`config.mk`:
```
export PLATFORM = sky130hd
export DESIGN_NAME = scaler_stream_tx
export DESIGN_NICKNAME = d
export VERILOG_FILES = /design/src/rtl/scaler_stream_tx.sv
export SDC_FILE = /design/constraint.sdc
export NUM_CORES = 1
export LEC_CHECK = 0
export ABC_AREA = 0
export CAP_MARGIN = 20
export CORE_ASPECT_RATIO = 1.2
export CORE_MARGIN = 2
export CORE_UTILIZATION = 28
export DETAILED_ROUTE_END_ITERATION = 8
export PLACE_DENSITY_LB_ADDON = 0.1
export SYNTH_ARGS = -nofsm -noshare
export SYNTH_HDL_FRONTEND = slang
export SYNTH_SLANG_ARGS = --single-unit
export TNS_END_PERCENT = 100
```
`constraint.sdc`:
```
create_clock -name clk -period 5.2 [get_ports clk]
set_input_delay 1.04 -clock clk [delete_from_list [all_inputs] [get_ports clk]]
set_output_delay 1.04 -clock clk [all_outputs]
set_load 0.1 [all_outputs]
```
`src/rtl/scaler_stream_tx.sv`:
```
// Head-of-pipeline pixel transmitter: buffers upstream pixels in a small FIFO and
// emits them as de/hs/vs strobes at a sparse pixel rate with inter-line blanking.
module scaler_stream_tx #(
  parameter int PIXEL_WIDTH   = 12,
  parameter int SPARSE_OUTPUT = 2,
  parameter int FIFO_DEPTH    = 16
) (
  input  logic                   clk,
  input  logic                   rst_n,
  input  logic [15:0]            frame_width,
  input  logic [15:0]            frame_height,
  input  logic [15:0]            line_blank,
  input  logic [PIXEL_WIDTH-1:0] s_data,
  input  logic                   s_valid,
  output logic                   s_ready,
  output logic [PIXEL_WIDTH-1:0] do_o,
  output logic                   de_o,
  output logic                   hs_o,
  output logic                   vs_o,
  output logic                   frame_done
);

  localparam int AW = $clog2(FIFO_DEPTH);
  localparam int GW = (SPARSE_OUTPUT > 0) ? $clog2(SPARSE_OUTPUT + 1) : 1;
  localparam logic [GW-1:0] GAP_OPEN = GW'(SPARSE_OUTPUT);
  localparam logic [GW-1:0] GAP_ONE  = GW'(1);

  typedef enum logic [1:0] {
    ST_IDLE,
    ST_PIXEL,
    ST_BLANK,
    ST_DONE
  } state_e;

  state_e state_q, state_d;

  logic [15:0] w_q, w_d, h_q, h_d, lb_q, lb_d;
  logic [15:0] col_q, col_d, row_q, row_d, blank_q, blank_d;
  logic [GW-1:0] gap_q, gap_d;

  logic [PIXEL_WIDTH-1:0] do_q, do_d;
  logic de_q, de_d, hs_q, hs_d, vs_q, vs_d, done_q, done_d;

  logic [PIXEL_WIDTH-1:0] mem_q [FIFO_DEPTH];
  logic [AW:0] wptr_q, wptr_d, rptr_q, rptr_d, wvis_q;
  logic s_ready_q, s_ready_d;
  logic push, pop, empty;
  logic [PIXEL_WIDTH-1:0] rd_data;

  // The read side sees writes one cycle late (wvis_q), giving the two-cycle write-to-emit latency.
  assign push    = s_valid && s_ready_q;
  assign empty   = (wvis_q == rptr_q);
  assign rd_data = mem_q[rptr_q[AW-1:0]];

  always_comb begin
    wptr_d    = wptr_q + {{AW{1'b0}}, push};
    rptr_d    = rptr_q + {{AW{1'b0}}, pop};
    s_ready_d = !((wptr_d[AW] != rptr_d[AW]) && (wptr_d[AW-1:0] == rptr_d[AW-1:0]));
  end

  always_ff @(posedge clk) begin
    if (push) begin
      mem_q[wptr_q[AW-1:0]] <= s_data;
    end
  end

  always_comb begin
    state_d = state_q;
    w_d     = w_q;
    h_d     = h_q;
    lb_d    = lb_q;
    col_d   = col_q;
    row_d   = row_q;
    blank_d = blank_q;
    gap_d   = gap_q;
    do_d    = do_q;
    de_d    = 1'b0;
    hs_d    = 1'b0;
    vs_d    = 1'b0;
    done_d  = 1'b0;
    pop     = 1'b0;

    case (state_q)
      ST_IDLE: begin
        w_d     = frame_width;
        h_d     = frame_height;
        lb_d    = line_blank;
        col_d   = '0;
        row_d   = '0;
        blank_d = '0;
        gap_d   = GAP_OPEN;
        if ((frame_width != 16'd0) && (frame_height != 16'd0)) begin
          state_d = ST_PIXEL;
        end
      end

      ST_PIXEL: begin
        if (gap_q == GAP_OPEN) begin
          if (!empty) begin
            pop   = 1'b1;
            do_d  = rd_data;
            de_d  = 1'b1;
            hs_d  = (col_q == 16'd0);
            vs_d  = (col_q == 16'd0) && (row_q == 16'd0);
            gap_d = '0;
            if (col_q == (w_q - 16'd1)) begin
              col_d = '0;
              if (lb_q != 16'd0) begin
                blank_d = '0;
                state_d = ST_BLANK;
              end else if (row_q == (h_q - 16'd1)) begin
                state_d = ST_DONE;
              end else begin
                // No blanking: next line continues at the sparse rate.
                row_d = row_q + 16'd1;
              end
            end else begin
              col_d = col_q + 16'd1;
            end
          end
        end else begin
          gap_d = gap_q + GAP_ONE;
        end
      end

      ST_BLANK: begin
        if (blank_q == (lb_q - 16'd1)) begin
          blank_d = '0;
          if (row_q == (h_q - 16'd1)) begin
            state_d = ST_DONE;
          end else begin
            row_d   = row_q + 16'd1;
            gap_d   = GAP_OPEN;
            state_d = ST_PIXEL;
          end
        end else begin
          blank_d = blank_q + 16'd1;
        end
      end

      ST_DONE: begin
        done_d  = 1'b1;
        state_d = ST_IDLE;
      end

      default: state_d = ST_IDLE;
    endcase
  end

  always_ff @(posedge clk or negedge rst_n) begin
    if (!rst_n) begin
      state_q   <= ST_IDLE;
      w_q       <= '0;
      h_q       <= '0;
      lb_q      <= '0;
      col_q     <= '0;
      row_q     <= '0;
      blank_q   <= '0;
      gap_q     <= '0;
      do_q      <= '0;
      de_q      <= 1'b0;
      hs_q      <= 1'b0;
      vs_q      <= 1'b0;
      done_q    <= 1'b0;
      wptr_q    <= '0;
      rptr_q    <= '0;
      wvis_q    <= '0;
      s_ready_q <= 1'b0;
    end else begin
      state_q   <= state_d;
      w_q       <= w_d;
      h_q       <= h_d;
      lb_q      <= lb_d;
      col_q     <= col_d;
      row_q     <= row_d;
      blank_q   <= blank_d;
      gap_q     <= gap_d;
      do_q      <= do_d;
      de_q      <= de_d;
      hs_q      <= hs_d;
      vs_q      <= vs_d;
      done_q    <= done_d;
      wptr_q    <= wptr_d;
      rptr_q    <= rptr_d;
      wvis_q    <= wptr_q;
      s_ready_q <= s_ready_d;
    end
  end

  assign s_ready    = s_ready_q;
  assign do_o       = do_q;
  assign de_o       = de_q;
  assign hs_o       = hs_q;
  assign vs_o       = vs_q;
  assign frame_done = done_q;

endmodule

```
==> results of run 1 <==
==> cells in the final DEF (no fill, tap or decap), drive strengths merged, types with 6 or more instances in the layout <==
master           n
buf             29
nand4           11
xor2            32
nor2            53
mux4            60
or3              8
nor4            28
ha              16
nand3           29
o21ai           59
clkdlybuf4s50   78
or4             11
o21a             6
nand2b          19
xnor2           51
nor3            28
o31ai           23
clkinv          10
dfrtp          132
nand2           57
edfxtp         192
and3            21
inv             28
a21oi           21
mux2            53
clkbuf          59
==> worst paths after layout <==
check	start	end	slack [ps]
worst max-delay path	w_q[3]	row_q[13]	1030
worst min-delay path	wptr_q[4]	wvis_q[4]	410
worst max register to register	w_q[3]	row_q[13]	1030
worst min register to register	wptr_q[4]	wvis_q[4]	410
max in group asynchronous	rst_n	w_q[2]	3740
min in group asynchronous	rst_n	h_q[11]	530
==> cell families (layout without fill, tap and decap cells) <==
kind of cell             Yosys count  after routing  share of synthesized area
flip-flops                       324            324                      0.607
AND/OR/NAND/NOR                  307            307                      0.111
AO/OA/AOI/OAI                    150            150                     0.0651
multiplexers                     115            115                      0.132
buffers and inverters             83            207                     0.0225
XOR/XNOR                          83             83                     0.0487
adder cells (fa/ha/maj)           16             16                     0.0134
==> power groups by stage <==
stage | combinational, mW | sequential, mW | clock, mW
global placement | 3.80 | 3.84 | 0
floorplan | 2.47 | 4.04 | 0
detailed placement | 3.78 | 3.84 | 0
finish | 3.71 | 3.79 | 2.74
global route | 4.04 | 3.88 | 2.94
CTS | 3.80 | 3.80 | 2.85
==> critical path, stage by stage, from the launching register on <==
cell and delay [ps]:
dfrtp_1 460, nor4_1 780, nand2_1 280, nor4b_1 460, a31o_2 160, nand3_1 90, nor3_1 560, o211ai_2 450
or3_1 590, o31ai_1 240
==> cell type report <==
class                           count  area, µm²
Clock buffer                       59       1120
Clock inverter                     14        156
Fill cell                        5144      34700
Inverter                           27        101
Multi-Input combinational cell    671       5550
Sequential cell                   324       9070
Tap cell                          705        882
Timing Repair Buffer              107       1000
==> per-stage QoR <==
step | util | area [µm²] | hold WS (ps) | cells
3_3_place_gp | 0.316 | 16600 | 389 | 1834
5_1_grt | 0.340 | 17900 | 434 | 1907
2_1_floorplan | - | 14900 | 352 | 1078
6_report | 0.340 | 17900 | 410 | 1907
4_1_cts | 0.340 | 17900 | 414 | 1907
3_5_place_dp | 0.316 | 16600 | 388 | 1834
==> state kept, by name, indices dropped and copies added, names as in the netlist, 5 cells and up <==
signal,flops
blank_q,16
wvis_q,5
do_o,12
row_q,16
col_q,16
lb_q,16
wptr_q,5
w_q,16
rptr_q,5
h_q,16
mem_q,192
==> metal layers <==
layer | GRT usage | routed length (µm) | share of wire
met5 | 0 | 12 | 0.00031
met4 | 0.0448 | 844 | 0.022
met3 | 0.0226 | 1240 | 0.032
met2 | 0.258 | 20000 | 0.51
met1 | 0.176 | 16800 | 0.43
==> summary.md, run 1 <==
| Metric | Value |
|---|---|
| Maximum net fanout on the critical path | 22 |
| Worst clock skew | 13.4 ps |
| Hold Crit Depth | 0 |
| Most common cell in the synthesized netlist | edfxtp_1 |
| Post-CTS Setup Bufs | 0 |
| Number of flops mapped to enable cells by yosys | 192 |
| Syn nets | 1157 |
| Core area | 52600 µm² |
| Worst Path Class, Setup | reg2reg |
| Top post-synthesis cells by area | edfxtp_1, dfrtp_1, mux4_2 |
| TritonCTS Buffers | 40 |
| IO Port Bufs | 79 |
| Total power | 10.2 mW |
| Cell Pwr Density | 572 nW/µm² |
| Syn Std Cell Area | 14900 µm² |
| Vias per cell | 4.81 |
| Cell variety after synth | 67 |
| Overall Global Routing Usage | 0.144 |
| Die Wd | 215 µm |
| First-pass GRT wire length | 60500 µm |
| Synth warn | 0 |
| Final period util | 0.803 |
| Cell taking the most area after synthesis | edfxtp_1 |
| Slew Viols, Final | 0 |
| Fraction of layout cells with a size suffix above 1 | 0.181 |
| # rows | 92 |
| Ports | 80 |
| NetSw | 3.75 mW |
| Post-Syn Instances | 1078 |
| Synth top cells by count | edfxtp_1, dfrtp_1, mux4_2, nand2_1, o21ai_0 |
| WL/cell | 20.4 µm |
| Final min period | 4170 ps |
| Worst r2r path cells | 9 |
| Max Clk Rate | 240 MHz |
| Ys flop type | edfxtp_1 |
| Place WS | 1040 ps |
| RSZ-0062 raised after global routing | no |
| Total Wirelength | 38900 µm |
| Clock Tree Root | clkbuf_16 |
| DR DRC count | 0 |
| Fin nets | 1250 |
| Logic pwr share | 0.363 |
| Nature of the critical path startpoint | flip-flop |
| DRT antenna net count | 0 |
| Layout area overhead | 19.8% |
| Internal | 6.49 mW |
| Clock Latency Late Sink | 550 ps |
| Number of max-cap violations | 0 |
| Die area | 55200 µm² |
| Diode count | 0 |
| Clock Sinks | 324 |
| H-tree levels | 2 |
| Hold Vio Cnt, Final | 0 |
| Detail Placement HPWL | 25700 µm |
| Post-synth ARST share | 0.407 |
| CP arrival | 4640 ps |
| Largest net degree at the start of global routing | 75 |
| Initial antenna violation count | 1 |
| Slew HR | 0.263 |
| Fin worst setup slack | 1030 ps |
| # setup viols final | 0 |
| Required time worst endpoint | 5660 ps |
| Clock network power share | 0.267 |
| CTS tree | yes |
| Vias in the first global route | 9608 |
| Worst-margin pin slew | 1100 ps |
| Initial Utilization | 0.284 |
| Leakage | 6.31 nW |
| DIE HEIGHT | 257 µm |
| Share of the synthesized area in the top cell type | 0.386 |
| Number of vias in the routed layout | 9176 |
| 1st-pass router iterations | 5 |
| Setup total negative slack | 0 ps |
| Clock tree buffer depth | 3 |
| Hold Path Class | reg2reg |
| Clock-pin transition on the worst setup and hold timing paths | 60 ps |
| Register area share after synthesis | 0.607 |
| DRT iter0 DRCs | 524 |
| CTS Hold Bufs | 0 |
| RD Place Congestion | 0.814 |
| Sequential power share | 0.370 |
| CP endpoint kind | flip-flop |
| Outcome | finished clean |
| Synth Register Bits | 324 |
| Peak VDD IR | 0.000289 V |
| Mean Syn Cell Area | 13.9 µm² |
| Switching share of power | 0.366 |
| # resized after CTS | 0 |
| GR Overflow Total | 0 |
No activity file was read; power rests on OpenSTA's default activity.
==> run 2, diff against run 1 <==
clock period = 3.9 ns   (was 5.2 ns; I/O delays follow)
==> summary.md, run 2 (synthesis results as in run 1) <==
| Metric | Value |
|---|---|
| Outcome | finished clean |
| Clock Tree Root | clkbuf_16 |
| DR DRC count | 0 (unchanged) |
| CP Buf/Inv Count | 1 (+1) |
| Hold Path Class | in2async |
| Initial Utilization | 0.284 (unchanged) |
| TritonCTS Buffers | 39 (-2.5%) |
| Ports | 80 (unchanged) |
| RD Place Congestion | 0.763 (-6.2%) |
| Dpl cell area | 16800 µm² (+0.93%) |
| Max FFs per register | 192 (unchanged) |
| Diode count | 0 (unchanged) |
| Hold Vio Cnt, Final | 0 (unchanged) |
| WL/cell | 20.4 µm (-0.19%) |
| Slowest CP cell | or4_4 |
| Cell Pwr Density | 760 nW/µm² (+33%) |
| DRT iter0 DRCs | 565 (+7.8%) |
| Total Wirelength | 39200 µm (+0.75%) |
| Worst path most repeated cell | or4_4 |
| Worst-margin pin slew | 1100 ps (+1.04 ps) |
| Vias per cell | 4.82 (+0.24%) |
| Leakage | 6.40 nW (+1.4%) |
| Required time worst endpoint | 4360 ps (-1300 ps) |
| IO Port Bufs | 79 (unchanged) |
| Finished Cell Area | 18000 µm² (+0.68%) |
| Overall Global Routing Usage | 0.144 (+0.000359) |
| Crit path largest cell delay | 580 ps (-200 ps) |
| Cells along the critical path | or4_4, or4b_4, or4_4, xnor2_1, nand4_1, o41ai_4, o211ai_2, buf_4, or4b_1, o211ai_1 |
| CP endpoint kind | flip-flop |
| Number of vias in the routed layout | 9285 (+1.2%) |
| Final period util | 0.958 (+0.155) |
| DIE HEIGHT | 257 µm (unchanged) |
| # rows | 92 (unchanged) |
| Setup total negative slack | 0 ps (unchanged) |
| Placed cells | 1853 (+1.0%) |
| CP arrival | 4200 ps (-440 ps) |
| Clock Latency Late Sink | 550 ps (about the same) |
| Most common cell after layout, fill and taps aside | edfxtp_1 |
| Slew Viols, Final | 0 (unchanged) |
| Fin util | 0.342 (+0.00231) |
| Clock tree buffer depth | 3 (unchanged) |
| Die Wd | 215 µm (unchanged) |
| RSZ-0062 raised after global routing | yes |
| Peak VDD IR | 0.000351 V (+21%) |
| Largest net degree at the start of global routing | 68 (-9.3%) |
| # setup viols final | 0 (unchanged) |
| GR Overflow Total | 0 (unchanged) |
| Clock Sinks | 324 (unchanged) |
| Maximum net fanout on the critical path | 6 (-73%) |
| Clock-pin transition on the worst setup and hold timing paths | 60 ps (about the same) |
| Final cell count without fillers | 1925 (+0.94%) |
| Crit path max-delay family | simple AND/OR/NAND/NOR gates |
| Layout area overhead | 20.6% |
| Nature of the critical path startpoint | flip-flop |
| Fin nets | 1268 (+1.4%) |
| Core area | 52600 µm² (unchanged) |
| Vias in the first global route | 9807 (+2.1%) |
| Max Clk Rate | 268 MHz (+12%) |
| H-tree levels | 2 (unchanged) |
| Detail Placement HPWL | 25900 µm (+0.64%) |
| Worst clock skew | 19.8 ps (+6.38 ps) |
| Die area | 55200 µm² (unchanged) |
| Slew HR | 0.263 (-0.000694) |
| Worst Path Class, Setup | reg2reg |
| CTS tree | yes |
| Post-CTS Setup Bufs | 0 (unchanged) |
| 1st-pass router iterations | 5 (unchanged) |
| Final min period | 3740 ps (-438 ps) |
| Fraction of layout cells with a size suffix above 1 | 0.195 (+0.0137) |
| Initial antenna violation count | 0 (-1) |
| Worst hold slack | 236 ps (-174 ps) |
| DRT antenna net count | 0 (unchanged) |
| R2R Setup Slk | 160 ps (-860 ps) |
| Number of max-cap violations | 0 (unchanged) |
| First-pass GRT wire length | 60800 µm (+0.51%) |
| Most frequent cells in the layout | edfxtp_1, dfrtp_1, clkdlybuf4s50_1 |
-- run 2: cell count changes in the layout (fill, tap and decap cells not counted) --
cell / change
or3_1: -1
clkinv_1: -1
or3_4: +1
clkbuf_8: -4
buf_4: +18
clkinv_2: +4
buf_12: +1
-- run 2: per-stage QoR --
| step | setup slack [ps] | total power, mW |
|---|---|---|
| floorplan | 146 | 8.68 |
| global placement | 163 | 10.3 |
| detailed placement | 166 | 10.3 |
| CTS | 148 | 14.0 |
| global route | 2.15 | 14.5 |
| finish | 163 | 13.7 |
-- run 2: where the power goes --
group	internal, mW	leakage, nW	total, mW	switching, mW
logic	2.21	2.39	5.16	2.95
registers	4.33	3.40	4.95	0.625
clock network	2.12	0.613	3.57	1.46
-- run 2: layout make-up --
class | count | area [µm²]
Sequential cell | 324 | 9070
Clock buffer | 55 | 1070
Inverter | 27 | 101
Multi-Input combinational cell | 671 | 5560
Timing Repair Buffer | 126 | 1160
Tap cell | 705 | 882
Fill cell | 5184 | 34600
Clock inverter | 17 | 173
-- run 2: repair_timing --
| item | CTS | global route |
|---|---|---|
| endpoints found under the setup margin | 0 | 1 |
| resized for setup | 0 | 1 |
| hold buffers | 0 | 0 |
-- run 2: final timing paths --
path,start,end,cells past startpoint
min in group clk,wptr_q[4],wvis_q[4],0
hold reg to reg,wptr_q[4],wvis_q[4],0
setup reg to reg,lb_q[4],row_q[15],10
hold / removal,rst_n,h_q[14],1
max in group asynchronous,rst_n,do_o[0],2
setup / recovery,lb_q[4],row_q[15],10
-- run 2: per-layer routing --
| layer | vias to the layer above | track usage | routed length, µm |
|---|---|---|---|
| met5 | - | 0 | 0 |
| li1 | 4357 | - | - |
| met4 | 0 | 0.0498 | 1070 |
| met2 | 159 | 0.249 | 19700 |
| met3 | 64 | 0.0258 | 1560 |
| met1 | 4705 | 0.182 | 16900 |
-- run 2: worst register-to-register path, stage by stage, from the launching register on --
cell	delay, ps
dfrtp_1	370
or4_4	580
or4b_4	520
or4_4	510
xnor2_1	160
nand4_1	160
o41ai_4	320
o211ai_2	240
buf_4	210
or4b_1	500
o211ai_1	90
==> run 3, diff against run 2 <==
GPL_TIMING_DRIVEN = 1   (was unset)
==> results of run 3 <==
Final layout, timing and power as in run 2 (identical DEF).
